## src/rtl/spi_clk_scheduler_pkg.sv

```systemverilog
// Shared types and helpers for the SPI clock scheduler: owner/state enums and
// the phase-counter width calculation.
package spi_clk_scheduler_pkg;

    typedef enum logic [1:0] {
        OWN_NONE = 2'd0,
        OWN_SCI  = 2'd1,
        OWN_SDI  = 2'd2
    } owner_e;

    typedef enum logic [1:0] {
        S_IDLE,
        S_CONFIG,
        S_GRANT,
        S_GAP
    } sched_state_e;

    function automatic int unsigned max3(int unsigned a, int unsigned b, int unsigned c);
        int unsigned m;
        m = (a > b) ? a : b;
        return (m > c) ? m : c;
    endfunction

    function automatic int unsigned cnt_width(int unsigned a, int unsigned b, int unsigned c);
        return $clog2(max3(a, b, c)) + 1;
    endfunction

endpackage

```

## src/rtl/spi_clk_scheduler_if.sv

```systemverilog
// Handshake and divider-control bundle between the SCI/SDI engines, the
// scheduler and the clock divider.
interface spi_clk_scheduler_if #(
    parameter int unsigned WIDTH = 32
);
    import spi_clk_scheduler_pkg::*;

    logic             sci_req;
    logic             sci_release;
    logic             sci_grant;
    logic             sdi_req;
    logic             sdi_release;
    logic             sdi_grant;
    logic             div_enable;
    logic [WIDTH-1:0] div_count;
    logic             busy;
    owner_e           owner;
    logic             timeout_err;
    logic             clear_err;

    modport master (
        output sci_req, sci_release, sdi_req, sdi_release, clear_err,
        input  sci_grant, sdi_grant, div_enable, div_count, busy, owner, timeout_err
    );

    modport slave (
        input  sci_req, sci_release, sdi_req, sdi_release, clear_err,
        output sci_grant, sdi_grant, div_enable, div_count, busy, owner, timeout_err
    );

endinterface

```

## src/rtl/spi_clk_scheduler_sched_timer.sv

```systemverilog
// Loadable saturating down-counter; done_o is high while the count is zero.
module sched_timer #(
    parameter int unsigned CNT_W = 4
) (
    input  logic             clk,
    input  logic             rst_n,
    input  logic             load_i,
    input  logic [CNT_W-1:0] load_val_i,
    output logic             done_o
);

    logic [CNT_W-1:0] cnt_q, cnt_d;

    always_comb begin
        cnt_d = cnt_q;
        if (load_i) begin
            cnt_d = load_val_i;
        end else if (cnt_q != '0) begin
            cnt_d = cnt_q - 1'b1;
        end
    end

    always_ff @(posedge clk or negedge rst_n) begin
        if (!rst_n) begin
            cnt_q <= '0;
        end else begin
            cnt_q <= cnt_d;
        end
    end

    assign done_o = (cnt_q == '0);

endmodule

```

## src/rtl/spi_clk_scheduler.sv

```systemverilog
// Round-robin owner of the shared SPI clock divider: configures it for the
// winning path, waits for it to settle, grants, then enforces an idle gap.
module spi_clk_scheduler
    import spi_clk_scheduler_pkg::*;
#(
    parameter int unsigned WIDTH      = 32,
    parameter int unsigned SCI_DIV    = 24,
    parameter int unsigned SDI_DIV    = 3,
    parameter int unsigned SETTLE_CYC = 2,
    parameter int unsigned GAP_CYC    = 4,
    parameter int unsigned HOLD_MAX   = 0
) (
    input  logic                clk,
    input  logic                rst_n,
    spi_clk_scheduler_if.slave  bus
);

    localparam int unsigned     CNT_W     = cnt_width(SETTLE_CYC, GAP_CYC, HOLD_MAX);
    localparam logic [CNT_W-1:0] SETTLE_LD = CNT_W'(SETTLE_CYC - 1);
    localparam logic [CNT_W-1:0] GAP_LD    = CNT_W'(GAP_CYC - 1);
    localparam logic [CNT_W-1:0] HOLD_LD   = CNT_W'((HOLD_MAX == 0) ? 0 : HOLD_MAX - 1);
    localparam logic             WDOG_EN   = (HOLD_MAX != 0);
    localparam logic [WIDTH-1:0] SCI_CNT   = WIDTH'(SCI_DIV);
    localparam logic [WIDTH-1:0] SDI_CNT   = WIDTH'(SDI_DIV);

    sched_state_e     state_q, state_d;
    owner_e           owner_q, owner_d;
    owner_e           last_owner_q, last_owner_d;
    owner_e           pick;
    logic             owner_req, owner_rel, set_err;
    logic             tmr_load, tmr_done;
    logic [CNT_W-1:0] tmr_val;

    logic             div_enable_q, div_enable_d;
    logic [WIDTH-1:0] div_count_q, div_count_d;
    logic             sci_grant_q, sci_grant_d;
    logic             sdi_grant_q, sdi_grant_d;
    logic             busy_q, busy_d;
    logic             timeout_err_q, timeout_err_d;

    assign owner_req = (owner_q == OWN_SCI) ? bus.sci_req : bus.sdi_req;
    assign owner_rel = (owner_q == OWN_SCI) ? bus.sci_release : bus.sdi_release;

    always_comb begin
        state_d      = state_q;
        owner_d      = owner_q;
        last_owner_d = last_owner_q;
        set_err      = 1'b0;
        pick         = OWN_NONE;
        unique case (state_q)
            S_IDLE: begin
                // On a tie, the path that did not own the divider last wins.
                if (bus.sci_req && bus.sdi_req) begin
                    pick = (last_owner_q == OWN_SCI) ? OWN_SDI : OWN_SCI;
                end else if (bus.sci_req) begin
                    pick = OWN_SCI;
                end else if (bus.sdi_req) begin
                    pick = OWN_SDI;
                end
                if (pick != OWN_NONE) begin
                    state_d = S_CONFIG;
                    owner_d = pick;
                end
            end
            S_CONFIG: begin
                if (!owner_req) begin
                    state_d = S_GAP;
                    owner_d = OWN_NONE;
                end else if (tmr_done) begin
                    state_d = S_GRANT;
                end
            end
            S_GRANT: begin
                // A release on the watchdog's final cycle takes priority.
                if (owner_rel || (WDOG_EN && tmr_done)) begin
                    state_d      = S_GAP;
                    owner_d      = OWN_NONE;
                    last_owner_d = owner_q;
                    set_err      = !owner_rel;
                end
            end
            S_GAP: begin
                if (tmr_done) begin
                    state_d = S_IDLE;
                end
            end
            default: state_d = S_IDLE;
        endcase
    end

    assign tmr_load = (state_d != state_q);

    always_comb begin
        tmr_val = '0;
        unique case (state_d)
            S_CONFIG: tmr_val = SETTLE_LD;
            S_GRANT:  tmr_val = HOLD_LD;
            S_GAP:    tmr_val = GAP_LD;
            default:  tmr_val = '0;
        endcase
    end

    sched_timer #(
        .CNT_W(CNT_W)
    ) u_timer (
        .clk       (clk),
        .rst_n     (rst_n),
        .load_i    (tmr_load),
        .load_val_i(tmr_val),
        .done_o    (tmr_done)
    );

    always_comb begin
        div_enable_d  = (state_d == S_CONFIG) || (state_d == S_GRANT);
        sci_grant_d   = (state_d == S_GRANT) && (owner_d == OWN_SCI);
        sdi_grant_d   = (state_d == S_GRANT) && (owner_d == OWN_SDI);
        busy_d        = (state_d != S_IDLE);
        timeout_err_d = set_err || (timeout_err_q && !bus.clear_err);
        // Count is only reprogrammed while the divider is stopped.
        div_count_d   = div_count_q;
        if (state_d == S_IDLE) begin
            div_count_d = '0;
        end else if (state_q == S_IDLE && state_d == S_CONFIG) begin
            div_count_d = (owner_d == OWN_SCI) ? SCI_CNT : SDI_CNT;
        end
    end

    always_ff @(posedge clk or negedge rst_n) begin
        if (!rst_n) begin
            state_q       <= S_IDLE;
            owner_q       <= OWN_NONE;
            last_owner_q  <= OWN_SDI;
            div_enable_q  <= 1'b0;
            div_count_q   <= '0;
            sci_grant_q   <= 1'b0;
            sdi_grant_q   <= 1'b0;
            busy_q        <= 1'b0;
            timeout_err_q <= 1'b0;
        end else begin
            state_q       <= state_d;
            owner_q       <= owner_d;
            last_owner_q  <= last_owner_d;
            div_enable_q  <= div_enable_d;
            div_count_q   <= div_count_d;
            sci_grant_q   <= sci_grant_d;
            sdi_grant_q   <= sdi_grant_d;
            busy_q        <= busy_d;
            timeout_err_q <= timeout_err_d;
        end
    end

    assign bus.sci_grant   = sci_grant_q;
    assign bus.sdi_grant   = sdi_grant_q;
    assign bus.div_enable  = div_enable_q;
    assign bus.div_count   = div_count_q;
    assign bus.busy        = busy_q;
    assign bus.owner       = owner_q;
    assign bus.timeout_err = timeout_err_q;

endmodule

```

## src/flat_wrapper.sv

```systemverilog
// flat-port wrapper written by rule: the top's interface ports become plain ports
module spi_clk_scheduler_flat import spi_clk_scheduler_pkg::*;
#(
    parameter int unsigned WIDTH      = 32,
    parameter int unsigned SCI_DIV    = 24,
    parameter int unsigned SDI_DIV    = 3,
    parameter int unsigned SETTLE_CYC = 2,
    parameter int unsigned GAP_CYC    = 4,
    parameter int unsigned HOLD_MAX   = 0
)
  (clk, rst_n, bus_sci_req, bus_sci_release, bus_sdi_req, bus_sdi_release, bus_clear_err, bus_sci_grant, bus_sdi_grant, bus_div_enable, bus_div_count, bus_busy, bus_owner, bus_timeout_err);
  spi_clk_scheduler_if #(.WIDTH(WIDTH)) bus_i ();
  input  logic clk;
  input  logic rst_n;
  input wire logic [$bits(bus_i.sci_req)-1:0] bus_sci_req;
  input wire logic [$bits(bus_i.sci_release)-1:0] bus_sci_release;
  input wire logic [$bits(bus_i.sdi_req)-1:0] bus_sdi_req;
  input wire logic [$bits(bus_i.sdi_release)-1:0] bus_sdi_release;
  input wire logic [$bits(bus_i.clear_err)-1:0] bus_clear_err;
  output wire logic [$bits(bus_i.sci_grant)-1:0] bus_sci_grant;
  output wire logic [$bits(bus_i.sdi_grant)-1:0] bus_sdi_grant;
  output wire logic [$bits(bus_i.div_enable)-1:0] bus_div_enable;
  output wire logic [$bits(bus_i.div_count)-1:0] bus_div_count;
  output wire logic [$bits(bus_i.busy)-1:0] bus_busy;
  output wire logic [$bits(bus_i.owner)-1:0] bus_owner;
  output wire logic [$bits(bus_i.timeout_err)-1:0] bus_timeout_err;
  assign bus_i.sci_req = bus_sci_req;
  assign bus_i.sci_release = bus_sci_release;
  assign bus_i.sdi_req = bus_sdi_req;
  assign bus_i.sdi_release = bus_sdi_release;
  assign bus_i.clear_err = bus_clear_err;
  assign bus_sci_grant = bus_i.sci_grant;
  assign bus_sdi_grant = bus_i.sdi_grant;
  assign bus_div_enable = bus_i.div_enable;
  assign bus_div_count = bus_i.div_count;
  assign bus_busy = bus_i.busy;
  assign bus_owner = bus_i.owner;
  assign bus_timeout_err = bus_i.timeout_err;
  spi_clk_scheduler #(.WIDTH(WIDTH), .SCI_DIV(SCI_DIV), .SDI_DIV(SDI_DIV), .SETTLE_CYC(SETTLE_CYC), .GAP_CYC(GAP_CYC), .HOLD_MAX(HOLD_MAX)) u_core (.clk(clk), .rst_n(rst_n), .bus(bus_i));
endmodule
```

## config.mk

```make
export PLATFORM = sky130hd
export DESIGN_NAME = spi_clk_scheduler_flat
export DESIGN_NICKNAME = d
export VERILOG_FILES = /design/src/rtl/spi_clk_scheduler_pkg.sv /design/src/rtl/spi_clk_scheduler_if.sv /design/src/rtl/spi_clk_scheduler_sched_timer.sv /design/src/rtl/spi_clk_scheduler.sv /design/src/flat_wrapper.sv
export SDC_FILE = /design/constraint.sdc
export NUM_CORES = 1
export LEC_CHECK = 0
export CAP_MARGIN = 20
export CORE_UTILIZATION = 40
export DETAILED_ROUTE_END_ITERATION = 10
export PLACE_DENSITY = 0.75
export SYNTH_ARGS = -nofsm -noshare
export SYNTH_HDL_FRONTEND = slang
export SYNTH_SLANG_ARGS = --single-unit
export TNS_END_PERCENT = 1
```

## constraint.sdc

```tcl
create_clock -name clk -period 6 [get_ports clk]
set_input_delay 1.2 -clock clk [delete_from_list [all_inputs] [get_ports clk]]
set_output_delay 1.2 -clock clk [all_outputs]
set_load 0.005 [all_outputs]
```

==> flow_summary.toml, run 1 <==
[run_status]
status = "finished, final reports clean"

[floorplanning]
io_pins = 46
dieArea_mm2 = 0.003044
num_rows = 18
fp.coreArea_mm2 = 0.002567
dieHeight_um = 55.18
start_util_pct = 44.05
die_w_um = 55.18

[global_route]
gr-total-overflow = 0
grtUsageTotal_pct = 13.41
grt_pass1_vias = 681
grt_pass1_wl_mm = 2.856
antenna_found_initial = 0
grt_max_degree = 17

[route]
wirelength_mm = 1.842
drtPass1Iterations = 4
drc_errors = 0
ant_nets = 0
num_vias = 787
drt_iter0_drc = 7
wl_per_cell_um = 10.90
avgViaCountPerCell = 4.657

[cts]
cts_resized = 0
clock_sinks = 16
insertion_delay_ns = 0.28
hold_buffers = 0
post-cts-setup-buffers = 0
clockBufferDepth = 2
cts_max_level = 1
cts_root_buf = "clkbuf_4"
numCtsBuffers = 3
cts_tree = "built"
clk_pin_slew_ns = 0.09

[timing]
setup_viol = 0
rsz0062_at_grt = "no"
clock_skew_ns = 0.003755
tightest_slew_ns = 0.6973
relSlewSlack_pct = 53.37
fmax_ghz = 0.3226
final-max-slew-violation-count = 0
hold_ws_ns = 0.5012
hold_viol = 0
period_share_pct = 51.66
setup_tns_ns = 0
fin_crit_ns = 3.100

[synth]
synthFlopType = "dfrtp_1"
synth-seq-area-share_pct = 35.51
synth_edf_count = 0
synth.largest_area_cell = "dfrtp_1"
ys_async_sr_fraction_pct = 100.0
synth_cells = 122
ys_types = 37
ys_warn_count = 0
synth_top_area_share_pct = 33.19
synth_area_leaders = "dfrtp_1, buf_4, ha_1"
synth-seq-cells = 16
syn_area_mm2 = 0.001131
avgSynthCellArea_um2 = 9.271

[setup_path]
cp_max_fo = 5
crit_arrival_ns = 3.32
end_kind = "flop"
r2r_slack_ns = 3.54
critPathKind = "input pin to flop"
worstPathRequired_ns = 6.22
r2r-start = "u_core.u_timer.cnt_q[0]"
rr_worst_depth = 10
start_kind = "input pin"
r2r_end = "u_core.bus.div_count[3]"

[cells_and_area]
drive_gt1_share_pct = 7.914
diodes = 0
final_cell_mix = "conb_1, clkdlybuf4s50_1, dfrtp_1"
fill_cells = 249
finalInstanceArea_mm2 = 0.001236
layout_commonest_cell = "conb_1"
syn2layout_area_growth_pct = 9.292
nets = 153

[pwr]
pwr-share-clk_pct = 11.1
p_sw_share_pct = 39.27
ir_worst_vdd_uv = 239.4
leakagePower_nw = 0.5989
powerDensity_mw_per_mm2 = 414.1
power_switching_mw = 0.2010
p_int_mw = 0.3108
power_frac_seq_pct = 35.9
power_frac_comb_pct = 53.0

[placed_design]
dp_hpwl_mm = 1.438
portBuffers = 17
dpl_cell_area_mm2 = 0.001210
routabilityCongestion = 0.8855

[job]
maxCapViolations = 0

[hold_path]
hold_path_depth = 1
hp-class = "flop to flop"
worst_hold_startpoint = "u_core.u_timer.cnt_q[0]"
worstHoldEndpoint = "u_core.u_timer.cnt_q[0]"
==> final cells by class <==
| class | count | area [um2] | share of cell area, % |
|---|---|---|---|
| Clock buffer | 4 | 26.28 | 2.125 |
| Inverter | 13 | 48.80 | 3.947 |
| Sequential cell | 16 | 401.6 | 32.49 |
| Multi-Input combinational cell | 89 | 551.8 | 44.64 |
| Timing Repair Buffer | 17 | 170.2 | 13.77 |
| Tap cell | 30 | 37.54 | 3.036 |
==> cells in the mapped netlist, types with 2 or more instances <==
library cell  instances
nand3b_1              2
nor3_1                5
nor2_1                3
o21a_1                2
ha_1                  6
or3_1                 2
nand2b_1              2
inv_1                13
a31oi_1               2
nand2_1               5
buf_4                30
nor2b_1               2
dfrtp_1              15
a21boi_0              2
a21oi_1               4
o21ai_0               6
==> metrics by stage <==
stage,setup WS [ns],util (%),std cells,total power [mW]
floorplan,3.332,-,149,0.3808
CTS,2.937,48.15,169,0.5175
detailed placement,2.632,47.12,165,0.4576
finish,2.900,48.15,169,0.5119
global route,2.715,48.15,169,0.5634
global placement,2.693,47.12,165,0.4475
==> worst max-delay path by stage <==
stage,start,to
3_5_place_dp,bus_sci_req,u_core.u_timer.cnt_q[1]
2_1_floorplan,bus_sci_req,u_core.u_timer.cnt_q[1]
5_1_grt,bus_sci_req,u_core.bus.div_count[3]
6_report,bus_sdi_req,u_core.bus.div_count[3]
4_1_cts,bus_sci_req,u_core.u_timer.cnt_q[1]
3_3_place_gp,bus_sci_req,u_core.u_timer.cnt_q[1]
==> sequential cells by signal, summed over array words and instances (netlist names) <==
name / cells
u_core.bus.timeout_err: 1
u_core.bus.sci_grant: 1
u_core.bus.sdi_grant: 1
u_core.bus.busy: 1
u_core.bus.div_count: 2
u_core.bus.owner: 2
u_core.last_owner_q: 2
u_core.bus.div_enable: 1
u_core.state_q: 2
u_core.u_timer.cnt_q: 3
==> worst max-delay path: stages <==
cell and delay [ns]:
clkdlybuf4s50_1 0.57, inv_1 0.12, o21a_1 0.20, o21ai_0 0.12, o21ai_0 0.20, inv_1 0.15, ha_1 0.21, nand3_1 0.08
nor3_1 0.29, o21a_1 0.18
==> power groups by stage <==
stage / Clock, mW / Sequential [mW] / Combinational, mW
after CTS: 0.0599 / 0.183 / 0.275
after global routing: 0.0664 / 0.189 / 0.308
after global placement: 0 / 0.183 / 0.265
after floorplan: 0 / 0.175 / 0.205
final: 0.0570 / 0.184 / 0.271
after detailed placement: 0 / 0.185 / 0.272
==> cells by family (layout without fill, tap and decap cells) <==
| logic type | count (synthesis) | count (layout) | share of synthesized area [%] |
|---|---|---|---|
| muxes | 2 | 2 | 1.880 |
| other | 1 | 28 | 0.3315 |
| and+or+nand+nor | 28 | 28 | 14.82 |
| AOI/OAI and AO/OA | 25 | 25 | 16.15 |
| adders and majority gates | 6 | 6 | 6.637 |
| DFF | 16 | 16 | 35.51 |
| buffers and inverters | 44 | 34 | 24.67 |
==> metal layers <==
layer | wire length [um] | vias to the layer above | part of all wire [%] | global-route usage [%]
met1 | 865 | 364 | 47 | 18.89
li1 | - | 385 | - | -
met3 | 143 | 2 | 7.8 | 3.005
met2 | 827 | 36 | 45 | 19.68
met4 | 6 | 0 | 0.33 | 5.417
met5 | 0 | - | 0 | 0
Note: power is estimated with default switching activity, not from simulation.
==> run 2: changes to the inputs <==
- CORE_UTILIZATION: 40 -> 38
- clock period: 6 -> 2.65 ns (I/O delays scaled with it)
==> flow_summary.toml, run 2 (synthesis gave the netlist of run 1 again) <==
[cts]
cts_resized = 0
post-cts-setup-buffers = 0
cts_tree = "built"
clockBufferDepth = 2
clock_sinks = 16
clk_pin_slew_ns = 0.09
hold_buffers = 0
cts_root_buf = "clkbuf_4"
insertion_delay_ns = 0.28
cts_max_level = 1
numCtsBuffers = 3

[setup_path]
crit_arrival_ns = 2.48
crit_chain = "clkdlybuf4s50_1, inv_1, o21a_1, o21ai_0, o21ai_0, inv_1, ha_1, nand3_1, nor3_1, o21a_1"
end_kind = "flop"
critPathKind = "input pin to flop"
cp_max_fo = 5
start_kind = "input pin"
cp_slowest_cell = "clkdlybuf4s50_1"
slowest_delay_ns = 0.53
worstPathRequired_ns = 2.87

[cells_and_area]
nets = 157
diodes = 0
layout_commonest_cell = "conb_1"
drive_gt1_share_pct = 10.49
largest_register_ffs = 3
fill_cells = 278
regMostFlops = "u_core.u_timer.cnt_q"
final_cell_mix = "conb_1, clkdlybuf4s50_1, dfrtp_1"
finalInstanceArea_mm2 = 0.001267
syn2layout_area_growth_pct = 12.06
fin_cells = 174

[timing]
rsz0062_at_grt = "no"
fin_crit_ns = 2.253
fmax_ghz = 0.4439
final-max-slew-violation-count = 0
setup_tns_ns = 0
relSlewSlack_pct = 51.82
tightest_slew_ns = 0.7204
clock_skew_ns = 0.006401
setup_viol = 0
period_share_pct = 85.01
hold_viol = 0

[pwr]
leakagePower_nw = 0.6191
powerDensity_mw_per_mm2 = 933.8
ir_worst_vdd_uv = 556.3
power_mw = 1.184

[run_status]
status = "finished, final reports clean"

[placed_design]
routabilityCongestion = 0.8902
portBuffers = 17
dp_hpwl_mm = 1.460
dp_cells = 170
dpl_cell_area_mm2 = 0.001241

[route]
wl_met1_um = 816
wl_met2_um = 910
highest_layer = "met4"
avgViaCountPerCell = 4.661
met3WireLength_um = 115
wl_per_cell_um = 10.72
drc_errors = 0
drtPass1Iterations = 4
num_vias = 811
ant_nets = 0
wirelength_mm = 1.866
drt_iter0_drc = 15

[global_route]
grt_max_degree = 17
antenna_found_initial = 0
gr-total-overflow = 0
grtUsageTotal_pct = 12.02
grt_pass1_vias = 717
grt_pass1_wl_mm = 3.077

[floorplanning]
dieArea_mm2 = 0.003198
die_w_um = 56.56
start_util_pct = 40.67
dieHeight_um = 56.56
fp.coreArea_mm2 = 0.002781
io_pins = 46
num_rows = 19

[hold_path]
hp-class = "flop to flop"

[job]
maxCapViolations = 0
-- run 2: cell types whose count changed in the layout (fill, tap and decap cells not counted) --
cell and change:
buf_4 +4
-- run 2: path summary, 6_finish.rpt --
check / from / to / slack (ns) / cells after the start
worst max-delay path: bus_sdi_req / u_core.bus.div_count[3] / 0.40 / 10
worst min-delay path: u_core.bus.timeout_err / u_core.bus.timeout_err / 0.51 / 1
worst max register to register: u_core.u_timer.cnt_q[0] / u_core.bus.div_count[3] / 0.44 / 10
worst min register to register: u_core.bus.timeout_err / u_core.bus.timeout_err / 0.51 / 1
max in group asynchronous: rst_n / u_core.bus.sdi_grant / 1.52 / 1
min in group asynchronous: rst_n / u_core.u_timer.cnt_q[2] / 0.67 / 1
-- run 2: layout make-up --
| type | instances | area, um2 | share of cell area (%) |
|---|---|---|---|
| multi-input combinational | 89 | 551.8 | 43.53 |
| sequential | 16 | 401.6 | 31.69 |
| timing repair buffer | 21 | 200.2 | 15.79 |
| inverter | 13 | 48.80 | 3.850 |
| tap | 31 | 38.79 | 3.060 |
| clock buffer | 4 | 26.28 | 2.073 |
-- run 2: per-layer routing --
metal | global-route usage (%) | up-vias
met1 | 15.08 | 377
met3 | 2.535 | 4
met2 | 20.17 | 37
met4 | 4.530 | 0
li1 | - | 393
met5 | 0 | -
-- run 2: power by group --
part	leakage [nW]	internal (mW)	switching, mW	total, mW
logic	0.406	0.329	0.311	0.640
clock network	0.0150	0.0584	0.0734	0.132
registers	0.198	0.334	0.0781	0.412
-- run 2: worst max-delay path: cells and delay by family --
kind / cells / cell delay (ns)
fa+ha+maj: 1 / 0.20
simple gates: 2 / 0.36
buf+inv: 3 / 0.73
compound gates: 4 / 0.66
-- run 2: stage by stage --
stage / hold slack, ns / setup WS (ns) / utilization [%]
after detailed placement: 0.4872 / 0.1095 / 44.62
after global placement: 0.4860 / 0.1291 / 44.62
after global routing: 0.5312 / 0.2120 / 45.57
after CTS: 0.5160 / 0.3999 / 45.57
after floorplan: 0.2344 / 0.6057 / -
final: 0.5118 / 0.3973 / 45.57
